<file path="config.mk">
export PLATFORM = sky130hd
export DESIGN_NAME = run_det_ctrl_flat
export DESIGN_NICKNAME = d
export VERILOG_FILES = /design/src/rtl/run_det_ctrl_if.sv /design/src/rtl/run_det_ctrl.sv /design/src/flat_wrapper.sv
export SDC_FILE = /design/constraint.sdc
export NUM_CORES = 1
export LEC_CHECK = 0
export CORE_ASPECT_RATIO = 1.1
export CORE_MARGIN = 3
export CORE_UTILIZATION = 50
export DETAILED_ROUTE_END_ITERATION = 8
export PLACE_DENSITY = 0.78
export REMOVE_ABC_BUFFERS = 1
export SKIP_LAST_GASP = 1
export SYNTH_ARGS = -nofsm -noshare
export SYNTH_HDL_FRONTEND = slang
export SYNTH_SLANG_ARGS = --single-unit
</file>
<file path="constraint.sdc">
create_clock -name clk -period 1.9 [get_ports clk]
set_input_delay 0.19 -clock clk [delete_from_list [all_inputs] [get_ports clk]]
set_output_delay 0.19 -clock clk [all_outputs]
set_load 0.05 [all_outputs]
</file>
<file path="src/rtl/run_det_ctrl_if.sv">
// Control, serial-data and event-report signals of the run detector controller.
// The master side arms, aborts and acknowledges; the slave side is the controller.
interface run_det_ctrl_if #(
    parameter int CNT_W = 4,
    parameter int TO_W  = 8,
    parameter int EVT_W = 8
);
    logic             start;
    logic             stop;
    logic [CNT_W-1:0] thresh;
    logic [TO_W-1:0]  timeout;
    logic             ina;
    logic             busy;
    logic             hit;
    logic             evt_req;
    logic             evt_ack;
    logic [EVT_W-1:0] evt_cnt;
    logic             timeout_flag;

    modport master (
        output start, stop, thresh, timeout, ina, evt_ack,
        input  busy, hit, evt_req, evt_cnt, timeout_flag
    );

    modport slave (
        input  start, stop, thresh, timeout, ina, evt_ack,
        output busy, hit, evt_req, evt_cnt, timeout_flag
    );
endinterface

</file>
<file path="src/rtl/run_det_ctrl.sv">
// Armable consecutive-ones run detector with timeout window, req/ack event
// reporting and a saturating detection count. All outputs come from flops.
module run_det_ctrl #(
    parameter int CNT_W = 4,
    parameter int TO_W  = 8,
    parameter int EVT_W = 8
) (
    input logic          clk,
    input logic          rst,
    run_det_ctrl_if.slave bus
);
    typedef enum logic [2:0] {IDLE, ARM, HIT, REPORT, TMO} state_e;

    state_e           state_q, state_d;
    logic [CNT_W-1:0] thr_q, thr_d;
    logic [CNT_W-1:0] run_cnt_q, run_cnt_d;
    logic [TO_W-1:0]  to_q, to_d;
    logic [TO_W-1:0]  win_cnt_q, win_cnt_d;
    logic [EVT_W-1:0] evt_cnt_q, evt_cnt_d;
    logic             evt_req_q, evt_req_d;
    logic             busy_q, hit_q, tmo_q;

    logic [CNT_W:0]   run_inc;
    logic [TO_W:0]    win_inc;
    logic             run_done, win_done, ack_now;

    // Widened increments so a threshold of all-ones can still be matched.
    assign run_inc  = (CNT_W+1)'(run_cnt_q) + (CNT_W+1)'(1);
    assign win_inc  = (TO_W+1)'(win_cnt_q) + (TO_W+1)'(1);
    assign run_done = bus.ina && (run_inc == (CNT_W+1)'(thr_q));
    assign win_done = (to_q != '0) && (win_inc == (TO_W+1)'(to_q));
    assign ack_now  = evt_req_q && bus.evt_ack;

    always_comb begin
        state_d   = state_q;
        thr_d     = thr_q;
        to_d      = to_q;
        run_cnt_d = run_cnt_q;
        win_cnt_d = win_cnt_q;
        evt_cnt_d = evt_cnt_q;
        evt_req_d = ack_now ? 1'b0 : evt_req_q;

        case (state_q)
            IDLE: begin
                if (bus.start) begin
                    state_d   = ARM;
                    thr_d     = (bus.thresh == '0) ? CNT_W'(1) : bus.thresh;
                    to_d      = bus.timeout;
                    run_cnt_d = '0;
                    win_cnt_d = '0;
                    evt_cnt_d = '0;
                end
            end
            ARM: begin
                if (bus.stop) begin
                    state_d   = IDLE;
                    evt_req_d = 1'b0;
                end else if (run_done) begin
                    state_d   = HIT;
                    evt_req_d = 1'b1;
                    evt_cnt_d = (evt_cnt_q == '1) ? evt_cnt_q : evt_cnt_q + EVT_W'(1);
                    run_cnt_d = '0;
                    win_cnt_d = '0;
                end else begin
                    run_cnt_d = bus.ina ? run_inc[CNT_W-1:0] : '0;
                    win_cnt_d = win_inc[TO_W-1:0];
                    if (win_done) state_d = TMO;
                end
            end
            HIT: begin
                // Leaving with a request still pending parks in REPORT so ARM
                // can never raise a second request on top of it.
                if (bus.stop) begin
                    state_d   = IDLE;
                    evt_req_d = 1'b0;
                end else if (!bus.ina) begin
                    state_d = evt_req_d ? REPORT : ARM;
                end
            end
            REPORT: begin
                if (bus.stop) begin
                    state_d   = IDLE;
                    evt_req_d = 1'b0;
                end else if (ack_now) begin
                    state_d   = ARM;
                    run_cnt_d = '0;
                    win_cnt_d = '0;
                end
            end
            TMO: begin
                state_d   = IDLE;
                evt_req_d = 1'b0;
            end
            default: begin
                state_d   = IDLE;
                evt_req_d = 1'b0;
            end
        endcase
    end

    always_ff @(posedge clk or negedge rst) begin
        if (!rst) begin
            state_q   <= IDLE;
            thr_q     <= '0;
            to_q      <= '0;
            run_cnt_q <= '0;
            win_cnt_q <= '0;
            evt_cnt_q <= '0;
            evt_req_q <= 1'b0;
            busy_q    <= 1'b0;
            hit_q     <= 1'b0;
            tmo_q     <= 1'b0;
        end else begin
            state_q   <= state_d;
            thr_q     <= thr_d;
            to_q      <= to_d;
            run_cnt_q <= run_cnt_d;
            win_cnt_q <= win_cnt_d;
            evt_cnt_q <= evt_cnt_d;
            evt_req_q <= evt_req_d;
            busy_q    <= (state_d != IDLE);
            hit_q     <= (state_d == HIT);
            tmo_q     <= (state_d == TMO);
        end
    end

    assign bus.busy         = busy_q;
    assign bus.hit          = hit_q;
    assign bus.evt_req      = evt_req_q;
    assign bus.evt_cnt      = evt_cnt_q;
    assign bus.timeout_flag = tmo_q;
endmodule

</file>
<file path="src/flat_wrapper.sv">
// flat-port wrapper written by rule: the top's interface ports become plain ports
module run_det_ctrl_flat 
#(
    parameter int CNT_W = 4,
    parameter int TO_W  = 8,
    parameter int EVT_W = 8
)
  (clk, rst, bus_start, bus_stop, bus_thresh, bus_timeout, bus_ina, bus_evt_ack, bus_busy, bus_hit, bus_evt_req, bus_evt_cnt, bus_timeout_flag);
  run_det_ctrl_if #(.CNT_W(CNT_W), .TO_W(TO_W), .EVT_W(EVT_W)) bus_i ();
  input logic clk;
  input logic rst;
  input wire logic [$bits(bus_i.start)-1:0] bus_start;
  input wire logic [$bits(bus_i.stop)-1:0] bus_stop;
  input wire logic [$bits(bus_i.thresh)-1:0] bus_thresh;
  input wire logic [$bits(bus_i.timeout)-1:0] bus_timeout;
  input wire logic [$bits(bus_i.ina)-1:0] bus_ina;
  input wire logic [$bits(bus_i.evt_ack)-1:0] bus_evt_ack;
  output wire logic [$bits(bus_i.busy)-1:0] bus_busy;
  output wire logic [$bits(bus_i.hit)-1:0] bus_hit;
  output wire logic [$bits(bus_i.evt_req)-1:0] bus_evt_req;
  output wire logic [$bits(bus_i.evt_cnt)-1:0] bus_evt_cnt;
  output wire logic [$bits(bus_i.timeout_flag)-1:0] bus_timeout_flag;
  assign bus_i.start = bus_start;
  assign bus_i.stop = bus_stop;
  assign bus_i.thresh = bus_thresh;
  assign bus_i.timeout = bus_timeout;
  assign bus_i.ina = bus_ina;
  assign bus_i.evt_ack = bus_evt_ack;
  assign bus_busy = bus_i.busy;
  assign bus_hit = bus_i.hit;
  assign bus_evt_req = bus_i.evt_req;
  assign bus_evt_cnt = bus_i.evt_cnt;
  assign bus_timeout_flag = bus_i.timeout_flag;
  run_det_ctrl #(.CNT_W(CNT_W), .TO_W(TO_W), .EVT_W(EVT_W)) u_core (.clk(clk), .rst(rst), .bus(bus_i));
endmodule
</file>
# Yosys cells after proc, flatten, opt, wreduce, memory -nomap -nowiden
# Cells that the tools add are included.
[word_totals] register_bits=39 inputBits=18 out_inout_bits=12 word_cells=73
[classes] addsub=3 eq_ne=14 mux=33 n_reduce_logical=13
[op_table] operator="2-to-1 mux 8 bit" n=8
[op_table] operator="2-to-1 mux 4 bit" n=7
[op_table] operator="2-to-1 mux 3 bit" n=8
[op_table] operator="case mux 8 bit (3 select lines)" n=1
[op_table] operator="case mux 8 bit (2 select lines)" n=1
[op_table] operator="case mux 3 bit (4 select lines)" n=1
[op_table] operator="case mux 4 bit (3 select lines)" n=1
[op_table] operator="AND reduction 5 bit" n=2
[op_table] operator="adder 8 x 1 -> 9 bit, second input constant" n=1
[op_table] operator="== test 3 x 2 -> 1 bit, second input constant" n=3
[op_table] operator="== test 9 x 8 -> 1 bit" n=1
[op_table] operator="adder 8 x 1 -> 8 bit, second input constant" n=1
[op_table] operator="== test 8 bit, second input constant" n=1
[op_table] operator="inequality test 2 bit, second input constant" n=4
[op_table] operator="nonzero test 8 bit" n=1
[op_table] operator="nonzero test 3 bit" n=2
[op_table] operator="adder 4 x 1 -> 5 bit, second input constant" n=1
[op_table] operator="== test 5 x 4 -> 1 bit" n=1
[op_table] operator="logical NOT 4 bit" n=1
[op_table] operator="2-to-1 mux 1 bit" n=4
[op_table] operator="inequality test 2 x 1 -> 1 bit, second input constant" n=2
[op_table] operator="== test 3 x 1 -> 1 bit, second input constant" n=1
[op_table] operator="== test 3 bit, second input constant" n=1
[op_table] operator="logical AND 1 bit" n=3
[op_table] operator="other kinds (6)" n=6

# Depth between registers and ports, before layout
[depth] word_depth=8 depth_mapped=7 ltp_nobuf=6

# Least setup slack after synthesis
# OpenSTA, ideal clock, no wires.
[synth_timing] kind="flip-flop to flip-flop" from="register u_core.evt_cnt_q[0] (netlist: u_core.bus.evt_cnt[0])" to="register u_core.evt_cnt_q[3] (netlist: u_core.bus.evt_cnt[3])" setup_ns=0.078 t_arrival_ns=1.983 slack_ns=-0.161 path_stages_with_launch=8 n_path_buf=1 period_less_slack_ns=2.061 cell_sequence="dfrtp_1 > ha_1 > and3_1 > nand3_1 > nand4_2 > buf_6 > or4_1 > a21oi_1"
[synth_via] elab_chain_cells=5
[synth_rtl] element="start: declaration" line_no="run_det_ctrl.sv:19" text="logic [EVT_W-1:0] evt_cnt_q, evt_cnt_d;"
[synth_rtl] element="start signal: assignment" line_no="run_det_ctrl.sv:119" text="evt_cnt_q <= evt_cnt_d;"
[synth_rtl] element="adder 8 x 1 -> 8 bit" line_no="run_det_ctrl.sv:61" text="evt_cnt_d = (evt_cnt_q == '1) ? evt_cnt_q : evt_cnt_q + EVT_W'(1);"
[synth_rtl] element="2-to-1 mux 8 bit" line_no="run_det_ctrl.sv:61"
[synth_rtl] element="2-to-1 mux 8 bit" line_no="run_det_ctrl.sv:58" text="end else if (run_done) begin"
[synth_rtl] element="2-to-1 mux 8 bit" line_no="run_det_ctrl.sv:55" text="if (bus.stop) begin"
[synth_rtl] element="case mux 8 bit (2 select lines)" line_no="run_det_ctrl.sv:43" text="case (state_q)"
# Several ways; a longest one is shown, not always the timed one. The select of a mux whose other input is x is not followed.
# A chain may end at the register's enable or synchronous reset.

# Final worst setup path
[layout_timing] from="register u_core.run_cnt_q[1]" to="register u_core.evt_cnt_q[3] (netlist: u_core.bus.evt_cnt[3])"
[layout_via] elab_chain_cells=5
[layout_rtl] element="start: declaration" line_no="run_det_ctrl.sv:16" text="logic [CNT_W-1:0] run_cnt_q, run_cnt_d;"
[layout_rtl] element="start signal: assignment" line_no="run_det_ctrl.sv:117" text="run_cnt_q <= run_cnt_d;"
[layout_rtl] element="adder 4 x 1 -> 5 bit" line_no="run_det_ctrl.sv:28" text="assign run_inc = (CNT_W+1)'(run_cnt_q) + (CNT_W+1)'(1);"
[layout_rtl] element="== test 5 x 4 -> 1 bit" line_no="run_det_ctrl.sv:30" text="assign run_done = bus.ina && (run_inc == (CNT_W+1)'(thr_q));"
[layout_rtl] element="logical AND 1 bit" line_no="run_det_ctrl.sv:30"
[layout_rtl] element="inequality test 2 x 1 -> 1 bit (no source line)"
[layout_rtl] element="AND reduction 5 bit (no source line)"
# Every way passes these cells.

==> results.txt <==
Worst slew pin tran - 0.594 ns
Cells after synthesis - 252
Layout cells sized above 1 - 0.252
H-tree depth - 2
Row count - 25
Relative slew slack - 0.604
Area grow syn2layout - 36.0%
1st-iter DRT viols - 166
Ys async rst share - 1.00
Final net count - 329
Top_reg_cell synth - dfrtp_1
Final setup fails - 18
Clock tree root driver cell - clkbuf_8
RSZ-0062 raised after global routing - yes
Worst-Skew Late Latency - 0.30 ns
Status - finished with violations
Min Tclk post-route - 2.03 ns
Layout Cell Area excl Fill - 3090 sq um
First-pass GRT wire length - 9.76 mm
Period utilization - 1.07
Synth Warn # - 0
Distinct cells, synth - 50
Port buffer count - 29
Final Hold Fails - 0
CTS max path bufs - 2
Synth Cell Area - 2270 sq um
Setup ws final - -0.129 ns
# fillers - 331
Antenna-violating nets left - 0
Final clock skew - 0.0114 ns
Largest net degree at the start of global routing - 40
CTS tree - built
Met2 Track Usage GR - 0.372
Total Routing Usage GR - 0.224
Die ar. - 5400 sq um
DRC - 0
GR peak layer - met2
Die X - 70.3 um
Crit. End Element - register
Yosys top cell area share - 0.429
Detailed Route WL - 6.15 mm
DR vias - 2184
DRT Pass-1 Iters - 4
Initial Util - 0.523
Failing checks - setup timing
Initial antenna violation count - 0
Post-DP HPWL - 3.62 mm
EDFF count, synth - 0
Slowest-stage cell, CP - or4_4
Critical path class - register to register
Critical Path Max Stage Delay - 0.56 ns
Worst path bufs/invs - 1
Global route overflow - 0
GP Congestion - 0.862
Worst min-delay path class - input pin to register
IO Count - 30
Worst Path Max Fanout - 7
Top-count cell post-synth - nand2_1
Cell taking the most area after synthesis - dfrtp_1
Pre-CTS setup slack - -0.152 ns
Vias/cell - 6.02
Seq cells post-synth - 39
PnR Total Power - 3.79 mW
Finished Layout Cells - 363
Cell Pwr Density - 1220 nW/um^2
Clock transition at path regs - 0.09 ns
Met1 GRT Util - 0.290
Vias in the first global route - 2107
Die Ht - 76.7 um
Crit path max-delay family - simple AND/OR/NAND/NOR gates
# clock sinks - 39
Fmax - 0.493 GHz
Placed instance area - 2760 sq um
Final Core Density - 0.711
DR WL/cell - 16.9 um
Num CTS Buffers - 5
Arrival @ worst endpoint - 2.26 ns
Ranking of synthesized cells by area - dfrtp_1 (43%), nand2_1 (8.1%), xor2_1 (3.1%), a21oi_1 (2.9%), nand3_1 (2.9%)
CP Launch Type - register
Most instantiated cells after synthesis - nand2_1 (49), dfrtp_1 (39), nor2_1 (14)
WP data required - 2.13 ns
Lkg Pwr - 1.33 nW
Maxcap violations - 0
Syn avg cell area - 9.03 sq um
Post-synthesis sequential area ratio - 0.429
Antenna cells - 0
Cell count after placement - 346
Core Region - 4350 sq um
Met3 usage - 0.0406
Slew Limit Fails - 0
Worst path cell trace - ha_4 > xor2_4 > xnor2_2 > buf_4 > nand4_4 > or4_4 > a21oi_2
Max rail drop VDD - 0.763 mV
## report_power, final
group / switching, mW / total, mW / internal [mW]
Clock: 0.308 / 0.560 / 0.252
Sequential: 0.233 / 1.26 / 1.03
Combinational: 1.07 / 1.96 / 0.894
## cell type report
class,instances,area [sq um],share of cell area
multi-input combinational,195,1370,0.444
tap,54,67.6,0.0218
clock buffer,5,68.8,0.0222
clock inverter,3,15.0,0.00485
timing repair buffer,63,576,0.186
inverter,4,15.0,0.00485
sequential,39,977,0.316
## sequential cells by signal, summed over array words and instances (netlist names)
register	count
u_core.bus.evt_cnt	8
u_core.to_q	8
u_core.win_cnt_q	8
u_core.run_cnt_q	4
u_core.thr_q	4
u_core.state_q	3
u_core.bus.busy	1
u_core.bus.evt_req	1
u_core.bus.hit	1
u_core.bus.timeout_flag	1
## layer usage
metal | up-vias | share of wire | wire length, um
met4 | 0 | 0.024 | 146
met3 | 16 | 0.054 | 334
li1 | 1018 | - | -
met1 | 1057 | 0.42 | 2580
met5 | - | 0 | 0
met2 | 93 | 0.50 | 3080
## cell families after synthesis
logic type,Yosys count,synth area share
mux,4,0.0176
buf+inv,18,0.0379
flops,39,0.429
xor+xnor,16,0.0715
simple gates,118,0.261
fa+ha+maj,3,0.0165
compound gates,54,0.166
## worst paths after layout
kind                       slack, ns           startpoint                    end  cells past startpoint
min                             0.42       bus_timeout[5]         u_core.to_q[5]                      3
max reg2reg                    -0.13  u_core.run_cnt_q[1]  u_core.bus.evt_cnt[3]                      7
max                            -0.13  u_core.run_cnt_q[1]  u_core.bus.evt_cnt[3]                      7
min reg2reg                     0.52      u_core.thr_q[3]        u_core.thr_q[3]                      2
min in group asynchronous       0.47                  rst    u_core.win_cnt_q[7]                      3
max in group asynchronous       1.06                  rst    u_core.win_cnt_q[1]                      3
## worst reg2reg max path, cell delays in order (launching register included)
cell	delay, ns
dfrtp_1	0.42
ha_4	0.20
xor2_4	0.16
xnor2_2	0.20
buf_4	0.16
nand4_4	0.14
or4_4	0.56
a21oi_2	0.12
## placed cells by master, fill, tap and decap left out, drive strengths merged, types with 3 or more instances in the layout
cell type	n
ha	3
o21ai	13
nor2	14
a21oi	13
a31oi	3
buf	33
nor2b	4
or4	6
and3	5
inv	4
nand4	3
o31ai	7
clkbuf	6
nand2b	6
nand3	13
xnor2	7
nand2	49
clkinv	3
and4	3
clkdlybuf4s50	28
dfrtp	39
mux2i	4
nor3	5
xor2	8
## per-stage QoR
step	hold slack [ns]	setup TNS, ns
4_1_cts	0.422	-0.234
3_5_place_dp	0.278	-0.896
2_1_floorplan	-0.106	-3.24
5_1_grt	0.439	-2.49
6_report	0.422	-1.16
3_3_place_gp	0.276	-0.172
## timing repair
| item | CTS | global route |
|---|---|---|
| setup endpoints to repair | 17 | 21 |
| buffers inserted | 4 | 4 |
| gates cloned | 1 | 0 |
| endpoints found under the hold margin | 39 | 0 |
| gates resized for setup | 18 | 21 |
| pin swaps | 12 | 11 |
| hold buffers | 1 | 0 |
No activity file was read; power rests on OpenSTA's default activity.
